`src/rtl/pc_seq_pkg.sv`:
```
// Shared definitions for the fetch-stage program-counter sequencer.
// Holds the sequencing-op encodings and the top-level FSM state type.
package pc_seq_pkg;

  localparam logic [2:0] OP_NEXT = 3'd0;
  localparam logic [2:0] OP_JMP  = 3'd1;
  localparam logic [2:0] OP_JZ   = 3'd2;
  localparam logic [2:0] OP_JNZ  = 3'd3;
  localparam logic [2:0] OP_JC   = 3'd4;
  localparam logic [2:0] OP_CALL = 3'd5;
  localparam logic [2:0] OP_RET  = 3'd6;
  localparam logic [2:0] OP_HALT = 3'd7;

  typedef enum logic [1:0] {
    ST_RUN    = 2'd0,
    ST_HALTED = 2'd1,
    ST_FAULT  = 2'd2
  } state_e;

endpackage

```
`src/rtl/ret_stack.sv`:
```
// Return-address LIFO for the PC sequencer. Only pointer and count are reset;
// pushing when full wraps the pointer and overwrites the oldest entry.
module ret_stack
  import pc_seq_pkg::*;
#(
  parameter int unsigned DEPTH = 4,
  parameter int unsigned DW    = 16
) (
  input  logic                    i_clk,
  input  logic                    i_reset_ext,
  input  logic                    i_push,
  input  logic                    i_pop,
  input  logic [DW-1:0]           i_data,
  output logic [DW-1:0]           o_data,
  output logic [$clog2(DEPTH):0]  o_count,
  output logic                    o_full,
  output logic                    o_empty
);

  localparam int unsigned PW = $clog2(DEPTH);
  localparam int unsigned CW = PW + 1;
  localparam logic [CW-1:0] FullCnt = CW'(DEPTH);

  logic [DW-1:0] mem_q [DEPTH];
  logic [PW-1:0] ptr_q, ptr_d, top_ptr;
  logic [CW-1:0] cnt_q, cnt_d;

  // ptr_q addresses the next free slot; the top of stack sits one below it.
  assign top_ptr = ptr_q - PW'(1);

  always_comb begin
    ptr_d = ptr_q;
    cnt_d = cnt_q;
    if (i_push) begin
      ptr_d = ptr_q + PW'(1);
      if (cnt_q != FullCnt) cnt_d = cnt_q + CW'(1);
    end else if (i_pop) begin
      ptr_d = top_ptr;
      if (cnt_q != '0) cnt_d = cnt_q - CW'(1);
    end
  end

  always_ff @(posedge i_clk or negedge i_reset_ext) begin
    if (!i_reset_ext) begin
      ptr_q <= '0;
      cnt_q <= '0;
    end else begin
      ptr_q <= ptr_d;
      cnt_q <= cnt_d;
    end
  end

  always_ff @(posedge i_clk) begin
    if (i_push) mem_q[ptr_q] <= i_data;
  end

  assign o_data  = mem_q[top_ptr];
  assign o_count = cnt_q;
  assign o_full  = (cnt_q == FullCnt);
  assign o_empty = (cnt_q == '0);

endmodule

```
`src/rtl/pc_sequencer.sv`:
```
// Fetch-stage PC sequencer: branches on Z/C, call/return stack, stall, halt/fault.
// Define PC_SEQ_STACK_CHECK_EN to trap stack overflow/underflow into FAULT.
module pc_sequencer
  import pc_seq_pkg::*;
#(
  parameter int unsigned    AW           = 16,
  parameter int unsigned    STACK_DEPTH  = 4,
  parameter logic [AW-1:0]  RESET_VECTOR = '0
) (
  input  logic                          i_clk,
  input  logic                          i_reset_ext,
  input  logic                          i_stall,
  input  logic [2:0]                    i_op,
  input  logic [AW-1:0]                 i_target,
  input  logic                          i_alu_z,
  input  logic                          i_alu_c,
  output logic [AW-1:0]                 o_pm_addr,
  output logic [$clog2(STACK_DEPTH):0]  o_sp,
  output logic                          o_halted,
  output logic                          o_fault
);

  state_e        state_q, state_d;
  logic [AW-1:0] pc_q, pc_d, pc_inc;
  logic          push, pop;
  logic [AW-1:0] stack_top;
  logic          stack_full, stack_empty;

  assign pc_inc = pc_q + AW'(1);

  ret_stack #(
    .DEPTH (STACK_DEPTH),
    .DW    (AW)
  ) u_ret_stack (
    .i_clk       (i_clk),
    .i_reset_ext (i_reset_ext),
    .i_push      (push),
    .i_pop       (pop),
    .i_data      (pc_inc),
    .o_data      (stack_top),
    .o_count     (o_sp),
    .o_full      (stack_full),
    .o_empty     (stack_empty)
  );

  always_ff @(posedge i_clk or negedge i_reset_ext) begin
    if (!i_reset_ext) begin
      state_q <= ST_RUN;
      pc_q    <= RESET_VECTOR;
    end else begin
      state_q <= state_d;
      pc_q    <= pc_d;
    end
  end

  always_comb begin
    state_d = state_q;
    pc_d    = pc_q;
    push    = 1'b0;
    pop     = 1'b0;
    if (state_q == ST_RUN && !i_stall) begin
      unique case (i_op)
        OP_NEXT: pc_d = pc_inc;
        OP_JMP:  pc_d = i_target;
        OP_JZ:   pc_d = i_alu_z ? i_target : pc_inc;
        OP_JNZ:  pc_d = i_alu_z ? pc_inc : i_target;
        OP_JC:   pc_d = i_alu_c ? i_target : pc_inc;
        OP_CALL: begin
`ifdef PC_SEQ_STACK_CHECK_EN
          if (stack_full) begin
            state_d = ST_FAULT;
          end else begin
            push = 1'b1;
            pc_d = i_target;
          end
`else
          push = 1'b1;
          pc_d = i_target;
`endif
        end
        OP_RET: begin
`ifdef PC_SEQ_STACK_CHECK_EN
          if (stack_empty) begin
            state_d = ST_FAULT;
          end else begin
            pop  = 1'b1;
            pc_d = stack_top;
          end
`else
          pop  = 1'b1;
          pc_d = stack_top;
`endif
        end
        OP_HALT: state_d = ST_HALTED;
        default: pc_d = pc_q;
      endcase
    end
  end

  always_comb begin
    o_pm_addr = pc_q;
    o_halted  = (state_q == ST_HALTED);
`ifdef PC_SEQ_STACK_CHECK_EN
    o_fault   = (state_q == ST_FAULT);
`else
    o_fault   = 1'b0;
`endif
  end

`ifndef PC_SEQ_STACK_CHECK_EN
  // Occupancy flags only feed the fault checks.
  logic unused_stack_flags;
  assign unused_stack_flags = stack_full ^ stack_empty;
`endif

endmodule

```
`config.mk`:
```
export PLATFORM = sky130hd
export DESIGN_NAME = pc_sequencer
export DESIGN_NICKNAME = d
export VERILOG_FILES = /design/src/rtl/pc_seq_pkg.sv /design/src/rtl/ret_stack.sv /design/src/rtl/pc_sequencer.sv
export SDC_FILE = /design/constraint.sdc
export NUM_CORES = 1
export LEC_CHECK = 0
export ABC_AREA = 1
export CAP_MARGIN = 30
export CORE_MARGIN = 5
export CORE_UTILIZATION = 61
export CTS_CLUSTER_DIAMETER = 120
export DETAILED_ROUTE_END_ITERATION = 10
export GPL_ROUTABILITY_DRIVEN = 0
export GPL_TIMING_DRIVEN = 1
export PLACE_DENSITY = 0.85
export SLEW_MARGIN = 10
export SYNTH_ARGS = -nofsm -noshare
export SYNTH_HDL_FRONTEND = slang
export SYNTH_SLANG_ARGS = --single-unit
```
`constraint.sdc`:
```
create_clock -name i_clk -period 6 [get_ports i_clk]
set_input_delay 1.8 -clock i_clk [delete_from_list [all_inputs] [get_ports i_clk]]
set_output_delay 1.8 -clock i_clk [all_outputs]
set_load 0.005 [all_outputs]
```
==> results.cfg, run 1 <==
[final_layout]
drive_gt1_share_pct = 6.03
layout.cells.non_filler = 663
final_cell_mix = nand2_1, nor2_1, edfxtp_1
area_delta_synth_final_pct = 17.0
final_nets = 589
num_antenna_cells = 0
final_common_cell = nand2_1
utilization_pct = 72.3

[drt]
routedWlPerCell_um = 16.3
dr_total_vias = 3722
first_iter_violations = 391
wirelength_mm = 10.8
drc = 0
via_per_inst = 5.61
dr.pass1.iters = 6
ant_nets = 0

[synthesis]
syn_inst = 514
ys_seq_area_share_pct = 55.8
syn_nets = 544
yosysTopAreaCellShare_pct = 43.4
yosysWarningCount = 0
synthMuxAreaShare_pct = 0
synth_fa_ha_area_share_pct = 1.86
netlist_area_um2 = 4430
synth-simple-area-share_pct = 30.8
synth_top_family_by_area = simple AND/OR/NAND/NOR gates
synth-compound-area-share_pct = 4.60
synth_area_leaders = edfxtp_1, nand2_1, dfrtp_1
synthXorXnorAreaFrac_pct = 1.38
synth.largest_area_cell = edfxtp_1
syn_avg_cell_area_um2 = 8.62
ys_ff_latch = 86
ys_types = 36

[cts]
clkTransAtPathRegs_ns = 0.09
clock_latency_ns = 0.35
ctsLongestPathBuffers = 2
cts_resized = 0
ctsHoldBuffers = 0
post_cts_buffers = 0
cts_sinks = 86
numCtsBuffers = 9
htree_levels = 3
root_buffer = clkbuf_8
cts_tree = built

[global_route]
grt_overflow_total = 0
grt_pass1_vias = 3527
antenna_found_initial = 0
grt_usage_pct = 25.4
grt_start_max_net_pins = 35
grt_pass1_wl_mm = 17.5

[floorplanning]
die_h_um = 95.2
die_area_um2 = 9070
boundaryPins = 45
start_util_pct = 61.8
coreArea_um2 = 7180
die_w_um = 95.2
rows = 31

[worst_hold_path]
hold_path.class = reg2reg
hp-start = state_q[0]$_DFFE_PN0P_
hold-path-cell-count = 1

[critical_path]
end_kind = flop
critPathKind = in2reg
arrival_ns = 3.71
cp.required_ns = 6.07
crit_start = i_op[0]
crit_path_start_kind = input pin
r2r_start = u_ret_stack.ptr_q[0]$_DFFE_PN0P_
cp_max_fo = 10
rr_worst_depth = 11

[status]
outcome = completed

[timing]
fin_crit_sh_pct = 60.7
fmax_ghz = 0.275
skew_ns = 0.00911
setup_viol = 0
timing.slew.headroom_pct = 53.7
worst_pin_slew_ns = 0.692
drv_slew = 0
rsz0062_at_grt = no
hold_viol = 0
period_minus_slack_ns = 3.64
tns_ns = 0

[pwr]
pwr_density_cell_nw_per_um2 = 450
leakage_nw = 2.18
peakVddDrop_uv = 291

[place]
place_hpwl_mm = 8.00
io_buffers = 43
place_inst = 647

[flow_run]
drv_cap = 0
## path summary, 6_finish.rpt
kind	slack, ns	endpoint
min in group asynchronous	1.83	u_ret_stack.o_count[1]$_DFFE_PN0P_
max in group asynchronous	3.67	o_pm_addr[9]$_DFFE_PN0P_
setup / recovery	2.36	u_ret_stack.mem_q[2][13]$_DFFE_PP_
setup reg to reg	3.01	o_pm_addr[13]$_DFFE_PN0P_
hold reg to reg	0.54	state_q[0]$_DFFE_PN0P_
hold / removal	0.54	state_q[0]$_DFFE_PN0P_
## final cells by class
class	instances	area (µm²)
Clock buffer	9	124
Timing Repair Buffer	50	514
Inverter	42	158
Fill cell	518	1990
Multi-Input combinational cell	370	1720
Clock inverter	7	80.1
Tap cell	99	124
Sequential cell	86	2470
## power by group
part           switching [mW]  total [mW]  leakage [nW]  internal (mW)
Combinational           0.632        1.00          1.27          0.371
Sequential              0.118       0.915         0.815          0.797
Clock                   0.222       0.418        0.0964          0.197
## registers in the layout (all words and copies together) (netlist names)
register,count
o_pm_addr,16
state_q,1
u_ret_stack.mem_q,64
u_ret_stack.o_count,3
u_ret_stack.ptr_q,2
## metrics by stage
step / cell area, µm² / hold WS [ns] / worst slack, ns / power, mW
6_report: 5190 / 0.535 / 2.36 / 2.34
5_1_grt: 5190 / 0.586 / 2.22 / 2.49
4_1_cts: 5190 / 0.539 / 2.35 / 2.32
3_5_place_dp: 4980 / 0.513 / 1.97 / 1.91
3_3_place_gp: 4910 / 0.523 / 1.75 / 1.84
2_1_floorplan: 4430 / 0.514 / 2.73 / 1.51
## layer usage
metal	track usage [%]	vias up	part of all wire (%)	routed length, µm
met3	4.34	21	8.9	964
met5	0	-	0	0
met2	38.9	203	48	5160
met4	9.25	0	1.6	175
met1	36.6	1707	42	4520
li1	-	1791	-	-
## synth_stat cells
cell        n
a21boi_0    1
a21oi_1    12
a22oi_1     1
a31oi_1     1
and2_0      1
and3_1      2
buf_2       7
buf_4       1
buf_6       2
clkbuf_1    6
clkinv_1    1
conb_1      1
dfrtp_1    22
edfxtp_1   64
fa_1        1
ha_1        5
inv_1      37
inv_2       4
nand2_1   158
nand3_1    54
nand3_2     2
nand3b_1    3
nand4_1    10
nand4_2     2
nor2_1     82
nor2_2      1
nor2_4      1
nor3_1      2
nor3_4      1
o211ai_1    1
o21ai_0    15
o21ai_1     1
o21bai_1    3
o22ai_1     2
xnor2_1     4
xor2_1      3
## worst max-delay path: stages
cell,delay (ns)
clkdlybuf4s50_1,0.73
nand4_2,0.32
nor2_1,0.60
buf_6,0.24
## kinds of logic after synthesis
group                      Yosys count
xor gates and xnor gates             7
and+or+nand+nor                    319
other                                1
buffers and inverters               58
AOI/OAI and AO/OA                   37
DFF                                 86
adders and majority gates            6
No activity file was read; power rests on OpenSTA's default activity.
==> run 2: changes to the inputs <==
Settings changed: CORE_UTILIZATION 61 to 51, PLACE_DENSITY 0.85 to 0.76.
Clock period 6 ns to 3 ns, I/O delays scaled along.
==> run 2 against run 1 <==
Worst hold slack improved by 0.010 ns. Die area increased by 17%. Final cell count increased by 2.0%. Highest routed layer unchanged.
==> results.cfg, run 2 (same netlist as run 1, synthesis figures left out) <==
[cts]
htree_levels = 3
clkTransAtPathRegs_ns = 0.10
root_buffer = clkbuf_8
post_cts_buffers = 0
numCtsBuffers = 9
cts_tree = built
ctsHoldBuffers = 0
clock_latency_ns = 0.37
cts_sinks = 86
cts_resized = 0
ctsLongestPathBuffers = 2

[global_route]
grt_usage_pct = 22.3
grt_overflow_total = 0
grt_pass1_vias = 3452
grt_start_max_net_pins = 35
antenna_found_initial = 0
grt_pass1_wl_mm = 17.9

[pwr]
pwr_density_cell_nw_per_um2 = 873
finalPower_mw = 4.57
leakage_nw = 2.20
peakVddDrop_uv = 532

[final_layout]
largest_reg_flops = 64
drive_gt1_share_pct = 6.69
final_nets = 593
layout.cells.non_filler = 676
top_register = u_ret_stack.mem_q
num_antenna_cells = 0
final_cell_mix = nand2_1, nor2_1, edfxtp_1
area_delta_synth_final_pct = 18.2
final_common_cell = nand2_1

[floorplanning]
start_util_pct = 51.6
boundaryPins = 45
die_h_um = 103
coreArea_um2 = 8590
die_area_um2 = 10700
die_w_um = 103
rows = 34

[critical_path]
worstPathCellList = clkdlybuf4s50_1 -> nor2_4 -> nand2_1 -> nor2_2 -> inv_1 -> nand3_2 -> nor2_1 -> nor2_1 -> nor2_1 -> nor2_1
rrSetupSlack_ns = 1.02
cp_max_fo = 9
r2r_start = u_ret_stack.ptr_q[1]$_DFFE_PN0P_
arrival_ns = 2.74
rr_worst_depth = 10
end_kind = flop
crit_path_start_kind = input pin
crit_path_max_incr_delay_ns = 0.73
path_delay_family = simple AND/OR/NAND/NOR gates
path_buf_inv = 2
crit_start = i_op[0]
critPathKind = in2reg
cp_common_cell = nor2_1
r2r_end = o_pm_addr[13]$_DFFE_PN0P_
cp.required_ns = 3.26
cp_slowest_cell = clkdlybuf4s50_1

[drt]
dr_total_vias = 3645
ant_nets = 0
dr.pass1.iters = 5
first_iter_violations = 345
routedWlPerCell_um = 15.9
drc = 0
wirelength_mm = 10.8
via_per_inst = 5.39

[place]
place_inst = 660
io_buffers = 43
place_hpwl_mm = 7.59

[timing]
drv_slew = 0
whs_ns = 0.545
worst_pin_slew_ns = 0.654
setup_viol = 0
fin_crit_sh_pct = 82.7
hold_viol = 0
rsz0062_at_grt = no
period_minus_slack_ns = 2.48
tns_ns = 0
fmax_ghz = 0.403
timing.slew.headroom_pct = 56.1
skew_ns = 0.0143

[worst_hold_path]
hold_end = state_q[0]$_DFFE_PN0P_
hold-path-cell-count = 1
hp-start = state_q[0]$_DFFE_PN0P_
hold_path.class = reg2reg

[flow_run]
drv_cap = 0

[status]
outcome = completed
==> run 2: cell types whose count changed in the layout (fill, tap and decap cells not counted), sizes merged <==
| cell | before | now |
|---|---|---|
| clkinvlp | 2 | 1 |
| buf | 7 | 11 |
| inv | 43 | 44 |
| clkinv | 3 | 4 |
| bufinv | 1 | 0 |
==> run 2: area by class of cell <==
class / instances / area [µm²]
Tap cell: 108 / 135
Timing Repair Buffer: 54 / 563
Clock inverter: 7 / 72.6
Multi-Input combinational cell: 370 / 1720
Fill cell: 744 / 3350
Sequential cell: 86 / 2470
Inverter: 42 / 158
Clock buffer: 9 / 124
==> run 2: worst register-to-register path, delay by kind of cell, from the launching register on <==
family                     cells  cell delay [ns]
adders and majority gates      1             0.25
buffers and inverters          2             0.52
DFF                            1             0.41
and+or+nand+nor                7             0.69
==> run 2: power breakdown <==
part / total (mW) / internal, mW / switching, mW
combinational: 1.97 / 0.724 / 1.25
sequential: 1.80 / 1.59 / 0.208
clock: 0.800 / 0.325 / 0.475
total: 4.57 / 2.64 / 1.93
==> run 2: layer usage <==
metal  wire [µm]  vias to the layer above  GRT usage [%]
met5           0                        -              0
met4          92                        0           5.68
met3         897                       10           3.62
met2        5140                      148           35.3
met1        4630                     1695           32.4
li1            -                     1792              -
==> run 2: stage by stage <==
step           instance area [µm²]  setup slack [ns]  util [%]
4_1_cts                       5240             0.528      61.0
5_1_grt                       5240             0.400      61.0
3_3_place_gp                  5040             0.195      58.7
2_1_floorplan                 4430             0.634         -
3_5_place_dp                  5040             0.147      58.7
6_report                      5240             0.518      61.0
==> run 2: worst max-delay path by stage <==
stage / to / cells past startpoint
final: o_pm_addr[15]$_DFFE_PN0P_ / 10
after global routing: o_pm_addr[15]$_DFFE_PN0P_ / 10
after CTS: o_pm_addr[15]$_DFFE_PN0P_ / 10
after detailed placement: o_pm_addr[15]$_DFFE_PN0P_ / 10
after global placement: o_pm_addr[15]$_DFFE_PN0P_ / 10
after floorplan: u_ret_stack.mem_q[0][0]$_DFFE_PP_ / 3
